===== config.mk =====
export PLATFORM = sky130hd
export DESIGN_NAME = pattern_serializer_flat
export DESIGN_NICKNAME = d
export VERILOG_FILES = /design/src/rtl/pattern_serializer_if.sv /design/src/rtl/pattern_serializer.sv /design/src/flat_wrapper.sv
export SDC_FILE = /design/constraint.sdc
export NUM_CORES = 1
export LEC_CHECK = 0
export ABC_AREA = 1
export BUFFER_PORTS_ARGS = -buffer_cell sky130_fd_sc_hd__buf_4
export CORE_UTILIZATION = 60
export CTS_BUF_LIST = sky130_fd_sc_hd__clkbuf_4 sky130_fd_sc_hd__clkbuf_8
export CTS_CLUSTER_DIAMETER = 60
export DETAILED_ROUTE_END_ITERATION = 8
export PLACE_DENSITY = 0.85
export SYNTH_ARGS = -nofsm -noshare
export SYNTH_HDL_FRONTEND = slang
export SYNTH_SLANG_ARGS = --single-unit

===== constraint.sdc =====
create_clock -name clk -period 3.9 [get_ports clk]
set_input_delay 0 -clock clk [delete_from_list [all_inputs] [get_ports clk]]
set_output_delay 0 -clock clk [all_outputs]
set_load 0.05 [all_outputs]

===== src/rtl/pattern_serializer_if.sv =====
// Bus bundle for pattern_serializer: transfer request inputs and serial outputs.
// The master drives the request side; the slave (the serializer) drives the outputs.
interface pattern_serializer_if;
    logic       start;
    logic [7:0] pat;
    logic [2:0] len;
    logic [3:0] rep;
    logic       dout_bit;
    logic       bit_valid;
    logic       busy;
    logic       done;

    modport master (
        output start, pat, len, rep,
        input  dout_bit, bit_valid, busy, done
    );

    modport slave (
        input  start, pat, len, rep,
        output dout_bit, bit_valid, busy, done
    );
endinterface


===== src/rtl/pattern_serializer.sv =====
// Serializes pat[len:0] MSB-first, repeated rep+1 times, with a one-cycle done pulse.
// Optional macro REP_GAP_EN inserts one idle GAP cycle between consecutive passes.
module pattern_serializer (
    input  logic                  clk,
    input  logic                  rst,
    pattern_serializer_if.slave   bus
);

    typedef enum logic [1:0] {
        IDLE  = 2'd0,
        SHIFT = 2'd1,
        GAP   = 2'd2,
        DONE  = 2'd3
    } state_t;

    state_t     state_r;
    state_t     state_n_s;
    logic [7:0] pat_r;
    logic [7:0] pat_n_s;
    logic [2:0] len_r;
    logic [2:0] len_n_s;
    logic [2:0] idx_r;
    logic [2:0] idx_n_s;
    logic [3:0] rep_r;
    logic [3:0] rep_n_s;

    logic       dout_bit_r;
    logic       bit_valid_r;
    logic       busy_r;
    logic       done_r;
    logic       dout_bit_n_s;
    logic       bit_valid_n_s;
    logic       busy_n_s;
    logic       done_n_s;

    // Next-state, capture and next-output logic; outputs are derived from the next
    // state so that the registered outputs line up with the state they describe.
    always_comb begin
        state_n_s = state_r;
        pat_n_s   = pat_r;
        len_n_s   = len_r;
        idx_n_s   = idx_r;
        rep_n_s   = rep_r;

        case (state_r)
            IDLE: begin
                if (bus.start) begin
                    state_n_s = SHIFT;
                    pat_n_s   = bus.pat;
                    len_n_s   = bus.len;
                    rep_n_s   = bus.rep;
                    idx_n_s   = bus.len;
                end else begin
                    state_n_s = IDLE;
                end
            end
            SHIFT: begin
                if (idx_r == 3'd0) begin
                    if (rep_r == 4'd0) begin
                        state_n_s = DONE;
                    end else begin
                        rep_n_s = rep_r - 4'd1;
                        idx_n_s = len_r;
`ifdef REP_GAP_EN
                        state_n_s = GAP;
`else
                        state_n_s = SHIFT;
`endif
                    end
                end else begin
                    idx_n_s = idx_r - 3'd1;
                end
            end
            // Index was already reloaded on the last bit of the previous pass.
            GAP: begin
                state_n_s = SHIFT;
            end
            DONE: begin
                state_n_s = IDLE;
            end
            default: begin
                state_n_s = IDLE;
            end
        endcase

        bit_valid_n_s = (state_n_s == SHIFT);
        busy_n_s      = (state_n_s == SHIFT) || (state_n_s == GAP);
        done_n_s      = (state_n_s == DONE);
        if (bit_valid_n_s) begin
            dout_bit_n_s = pat_n_s[idx_n_s];
        end else begin
            dout_bit_n_s = 1'b0;
        end
    end

    // State, captured transfer parameters and registered outputs.
    always_ff @(posedge clk) begin
        if (!rst) begin
            state_r     <= IDLE;
            pat_r       <= 8'd0;
            len_r       <= 3'd0;
            idx_r       <= 3'd0;
            rep_r       <= 4'd0;
            dout_bit_r  <= 1'b0;
            bit_valid_r <= 1'b0;
            busy_r      <= 1'b0;
            done_r      <= 1'b0;
        end else begin
            state_r     <= state_n_s;
            pat_r       <= pat_n_s;
            len_r       <= len_n_s;
            idx_r       <= idx_n_s;
            rep_r       <= rep_n_s;
            dout_bit_r  <= dout_bit_n_s;
            bit_valid_r <= bit_valid_n_s;
            busy_r      <= busy_n_s;
            done_r      <= done_n_s;
        end
    end

    assign bus.dout_bit  = dout_bit_r;
    assign bus.bit_valid = bit_valid_r;
    assign bus.busy      = busy_r;
    assign bus.done      = done_r;

endmodule


===== src/flat_wrapper.sv =====
// flat-port wrapper written by rule: the top's interface ports become plain ports
module pattern_serializer_flat 
  (clk, rst, bus_start, bus_pat, bus_len, bus_rep, bus_dout_bit, bus_bit_valid, bus_busy, bus_done);
  pattern_serializer_if bus_i ();
  input  logic clk;
  input  logic rst;
  input wire logic [$bits(bus_i.start)-1:0] bus_start;
  input wire logic [$bits(bus_i.pat)-1:0] bus_pat;
  input wire logic [$bits(bus_i.len)-1:0] bus_len;
  input wire logic [$bits(bus_i.rep)-1:0] bus_rep;
  output wire logic [$bits(bus_i.dout_bit)-1:0] bus_dout_bit;
  output wire logic [$bits(bus_i.bit_valid)-1:0] bus_bit_valid;
  output wire logic [$bits(bus_i.busy)-1:0] bus_busy;
  output wire logic [$bits(bus_i.done)-1:0] bus_done;
  assign bus_i.start = bus_start;
  assign bus_i.pat = bus_pat;
  assign bus_i.len = bus_len;
  assign bus_i.rep = bus_rep;
  assign bus_dout_bit = bus_i.dout_bit;
  assign bus_bit_valid = bus_i.bit_valid;
  assign bus_busy = bus_i.busy;
  assign bus_done = bus_i.done;
  pattern_serializer u_core (.clk(clk), .rst(rst), .bus(bus_i));
endmodule

Word level (Yosys, flattened, before mapping)
Cells that the tools add are included.
{"block": "classes", "addsub": 2, "eq_ne": 9, "muxes": 16, "n_reduce_logical": 8, "magnitude_cmp": 1}
{"op": "$mux W8", "count": 2}
{"op": "$mux W4", "count": 3}
{"op": "$mux W3", "count": 3}
{"op": "$eq A2 B2 Y1 const B", "count": 4}
{"op": "$pmux W2 S4", "count": 1}
{"op": "$pmux W4 S2", "count": 1}
{"op": "$pmux W3 S2", "count": 1}
{"op": "$eq A2 B1 Y1 const B", "count": 2}
{"op": "$logic_not A4 Y1", "count": 1}
{"op": "$lt A3 B4 Y1 const B", "count": 1}
{"op": "$mux W2", "count": 2}
{"op": "$ne A2 B2 Y1 const B", "count": 2}
{"op": "$reduce_and A2 Y1", "count": 2}
{"op": "$reduce_and A4 Y1", "count": 1}
{"op": "$sub A4 B1 Y4 const B", "count": 1}
{"op": "$bmux W1 S3", "count": 1}
{"op": "$logic_not A3 Y1", "count": 1}
{"op": "$sub A3 B1 Y3 const B", "count": 1}
{"op": "$logic_not A2 Y1", "count": 1}
{"op": "$mux W1", "count": 2}
{"op": "$ne A2 B1 Y1 const B", "count": 1}
{"op": "$reduce_bool A2 Y1", "count": 1}
{"op": "$logic_or A1 B1 Y1", "count": 1}
{"block": "totals", "reg_bits": 24, "elab_cells": 45}

Logic depth before layout (Yosys ltp)
{"block": "logic_depth", "word_depth": 6, "mapped_depth": 15, "depth_no_buf": 15}

Worst setup path after synthesis
No wires, ideal clock.
{"block": "synth_timing", "path_kind": "reg2reg", "from": "register u_core.idx_r[0]", "to": "register u_core.dout_bit_r, in the netlist u_core.bus.dout_bit", "setup_slack_ns": 2.260, "required_time_ns": 3.787, "stages_incl_launch_ff": 14, "arrival_time_ns": 1.527, "n_path_buf": 0, "period_less_slack_ns": 1.640, "cell_sequence": "dfxtp_1 > inv_1 > ha_1 > inv_1 > nor2_4 > a21oi_1 > inv_1 > nor3_2 > inv_1 > ha_1 > nand2_1 > inv_1 > nand2_1 > nor2_1"}
{"block": "synth_between", "elab_chain_len": 5, "word_cells_on_any_way": 12}
{"item": "start: declaration", "line": "pattern_serializer.sv:22", "text": "logic [2:0] idx_r;"}
{"item": "start signal: assignment", "line": "pattern_serializer.sv:112", "text": "idx_r <= idx_n_s;"}
{"item": "$logic_not A3 Y1", "line": "pattern_serializer.sv:58", "text": "if (idx_r == 3'd0) begin"}
{"item": "$mux W2", "line": "pattern_serializer.sv:58"}
{"item": "$pmux W2 S4", "line": "pattern_serializer.sv:45", "text": "case (state_r)"}
{"item": "net u_core.state_n_s[1]", "line": "pattern_serializer.sv:17", "text": "state_t state_n_s;"}
{"item": "$eq A2 B1 Y1", "line": "pattern_serializer.sv:86", "text": "bit_valid_n_s = (state_n_s == SHIFT);"}
{"item": "net u_core.bit_valid_n_s", "line": "pattern_serializer.sv:32", "text": "logic bit_valid_n_s;"}
{"item": "$reduce_and A2 Y1 (no source line)"}
{"item": "end signal: assignment", "line": "pattern_serializer.sv:114", "text": "dout_bit_r <= dout_bit_n_s;"}
{"item": "end: declaration", "line": "pattern_serializer.sv:27", "text": "logic dout_bit_r;"}
The timed path passes the listed nets, and every way through them passes these cells. The select of a mux whose other input is x is not followed.
A chain may end at the register's enable or synchronous reset.

Worst setup path after layout
{"block": "layout_timing", "from": "register u_core.state_r[1]", "to": "register u_core.dout_bit_r, in the netlist u_core.bus.dout_bit"}
{"block": "layout_between", "elab_chain_len": 4, "word_cells_on_any_way": 12}
{"item": "start: declaration", "line": "pattern_serializer.sv:16", "text": "state_t state_r;"}
{"item": "start signal: assignment", "line": "pattern_serializer.sv:109", "text": "state_r <= state_n_s;"}
{"item": "$eq A2 B1 Y1, or another cell as far along", "line": "pattern_serializer.sv:45"}
{"item": "$pmux W3 S2, or another cell as far along", "line": "pattern_serializer.sv:45"}
{"item": "$bmux W1 S3 or $eq A2 B1 Y1 (tied branches)", "line": "pattern_serializer.sv:90, pattern_serializer.sv:86"}
{"item": "$mux W1 (implied by the code) or $reduce_and A2 Y1 (tied branches)"}
Parallel ways exist; a longest one is shown, timed or not. The select of a mux whose other input is x is not followed.

==> parameters.txt <==
Parameter                              Value

STA
  Final Hold Vio Count    0
  Peak clock frequency supported by timing    516 MHz
  Post-layout minimum cycle time    1940 ps
  Final Skew    7.51 ps
  Remaining max-slew budget at the tightest pin    67.5%
  Sum of negative setup slack    0 ps
  Setup repair after global routing missed its margin    no
  Fin crit share    49.7%
  Final setup violation count    0
  Final max-slew violation count    0
  Actual slew at the worst max-slew pin    487 ps
  Post-route worst hold slack    3.90 ps

Global routing
  Number of antenna violations at the first check in global routing    0
  Maximum number of pins on one net before global-route repair    17
  Global-route wire length before repair    4130 um
  Via count of the first global-routing pass    1,129
  Total gr overflow    0
  GRT Total Usage    25.9%

Floorplan
  Effective utilization at floorplan    63.5%
  Height of the die    47.6 um
  Number of rows created at floorplan    16
  Core area    0.00196 sq mm
  Die area    0.00226 sq mm
  Num ports    22
  DIE WIDTH    47.6 um

Worst hold path
  HP Class    in -> reg
  Hold path depth    3
  Hold EP    u_core.len_r[1]$_SDFFE_PN0P_
  Start point of the worst min-delay path    bus_len[1]

Finish
  Commonest non-fill, non-tap cells in the layout    29 x nand2_1, 24 x nor2_1, 24 x dfxtp_1
  Core occupancy in the finished layout    80.4%
  Most frequent standard cell in the layout excluding fill and tap cells    nand2_1
  Finished Layout Cells    227
  Number of nets in the layout    226
  Antenna diode count    0
  Total of fill cells in the finished design    143
  Post-synthesis to final-layout area growth    26.7%
  Ratio of cells with drive above 1 in the final layout    22.0%

Critical path
  Critical path startpoint category    flip-flop
  Sort of element at the end of the critical path    flip-flop
  Register-to-register path setup slack    1960 ps
  CP max FO    13
  Reg-to-reg critical path startpoint    u_core.state_r[1]$_SDFF_PN0_
  Crit path kind    reg -> reg
  R2R depth    14
  Endpoint of the worst register-to-register path    u_core.bus.dout_bit$_SDFF_PN0_
  Worst path required time    4120 ps
  Worst EP arrival    2160 ps

Pwr
  Static leakage    0.766 nW
  Peak supply drop    0.324 mV
  Pwr per Cell Area    381 mW/mm^2

Synthesis
  Register area share after synthesis    38.6%
  Most used flip-flop cell after synthesis    dfxtp_1
  Unique cell type count in the Yosys netlist    25
  Flop and latch count out of synthesis    24
  EDFF count, synth    0
  Yosys Warn Count    0
  Post-synth ARST share    0%
  Synthesized area    0.00124 sq mm
  Nets in the synthesized netlist    190
  Mean Syn Cell Area    7.55 sq um
  Number of instances in the synthesized netlist    165

Detailed routing
  Routed len/inst    11.9 um
  Residual antenna-violating net count after detailed routing    0
  DRC violation total after the first TritonRoute iteration    22
  Number of vias after detailed routing    1,176
  Router iterations before antenna repair    4
  Via density    5.18
  Final wirelength    2710 um
  DRC violations left    0

Clock network
  Clk Tree Root Cell    clkbuf_4
  H-tree Lvls    1
  TritonCTS buffer count    3
  Later-pin clock latency in the skew report    320 ps
  Clock slew seen by the registers of the worst setup and hold paths    140 ps
  Deepest clock path buffer count    2
  Post-CTS resize count    0
  TritonCTS clock tree    built
  Sink count of the clock tree    24

Place
  Routability Congestion    0.854
  Placed cell count    211
  IO Port Bufs    21
  DPL Wire Length    1970 um

Status
  Status    finished clean

Job
  Count of maximum capacitance violations    0
[worst max-delay path: stages, from the launching register on]
cell	delay [ps]
dfxtp_1	370
inv_1	70
ha_1	270
nand2_4	210
inv_4	80
nor2_4	160
nand2_2	60
nand2_2	70
inv_2	60
nand2_4	80
nand2_1	50
nand3_1	80
nand2_1	70
nor2_1	140
nor2_1	70
[cells in the mapped netlist, types with 2 or more instances]
cell type / n / area [sq um]
nor2_4: 2 / 22.5
nand3_1: 14 / 70.1
inv_1: 16 / 60.1
nor2_1: 24 / 90.1
mux2i_1: 6 / 60.1
nor2_2: 2 / 12.5
nand2_2: 4 / 25.0
nand2_4: 2 / 22.5
dfxtp_1: 24 / 480
inv_2: 4 / 15.0
o21ai_0: 9 / 45.0
ha_1: 7 / 87.6
a21oi_1: 11 / 55.1
nand2_1: 29 / 109
[area by class of cell]
cell class	instances	area [sq um]	area share (%)
sequential	24	480	30.5
clock buffer	4	36.3	2.30
tap	27	33.8	2.14
timing repair buffer	33	278	17.6
inverter	21	81.3	5.15
multi-input combinational	118	668	42.3
[worst max-delay path by stage]
| stage | depth (start not counted) | end | startpoint | slack (ps) |
|---|---|---|---|---|
| 2_1_floorplan | 13 | u_core.bus.dout_bit$_SDFF_PN0_ | u_core.idx_r[0]$_SDFF_PN0_ | 2260 |
| 3_3_place_gp | 14 | u_core.bus.dout_bit$_SDFF_PN0_ | u_core.state_r[1]$_SDFF_PN0_ | 2100 |
| 3_5_place_dp | 11 | u_core.bus.dout_bit$_SDFF_PN0_ | u_core.state_r[1]$_SDFF_PN0_ | 2060 |
| 4_1_cts | 11 | u_core.bus.dout_bit$_SDFF_PN0_ | u_core.state_r[1]$_SDFF_PN0_ | 2040 |
| 5_1_grt | 13 | u_core.bus.dout_bit$_SDFF_PN0_ | u_core.idx_r[0]$_SDFF_PN0_ | 1880 |
| 6_report | 14 | u_core.bus.dout_bit$_SDFF_PN0_ | u_core.state_r[1]$_SDFF_PN0_ | 1960 |
[layer usage]
metal | wire length [um] | global-route usage (%)
met5 | 0 | 0
met4 | 37 | 10.0
met3 | 56 | 4.91
met2 | 1460 | 52.3
met1 | 1150 | 25.4
[where the power goes]
group	total, mW	internal (mW)	switching (mW)
logic	0.186	0.0748	0.111
clock network	0.137	0.0570	0.0796
registers	0.279	0.266	0.0130
total	0.601	0.397	0.203
[flip-flops by register name, indices dropped and copies added, names as in the netlist]
signal / cells
u_core.len_r: 3
u_core.bus.dout_bit: 1
u_core.bus.busy: 1
u_core.bus.done: 1
u_core.idx_r: 3
u_core.rep_r: 4
u_core.state_r: 2
u_core.bus.bit_valid: 1
u_core.pat_r: 8
[per-stage QoR]
step	worst slack (ps)	cell area, sq um	power (mW)
floorplan	2260	1240	0.414
global placement	2100	1420	0.450
detailed placement	2060	1420	0.457
CTS	2040	1580	0.598
global route	1880	1580	0.630
finish	1960	1580	0.601
[logic make-up (layout without fill, tap and decap cells)]
logic type	count (synthesis)	count (layout)	share of synthesized area, %
fa+ha+maj	7	7	7.03
compound gates	23	23	10.6
mux	6	6	4.82
flops	24	24	38.6
simple gates	81	81	30.6
xor+xnor	1	1	0.704
buf+inv	23	58	7.74
[what timing repair did]
item,in CTS,in global routing
setup buffers,0,0
hold buffers,12,0
hold endpoints to repair,16,0
No activity file was read; power rests on OpenSTA's default activity.
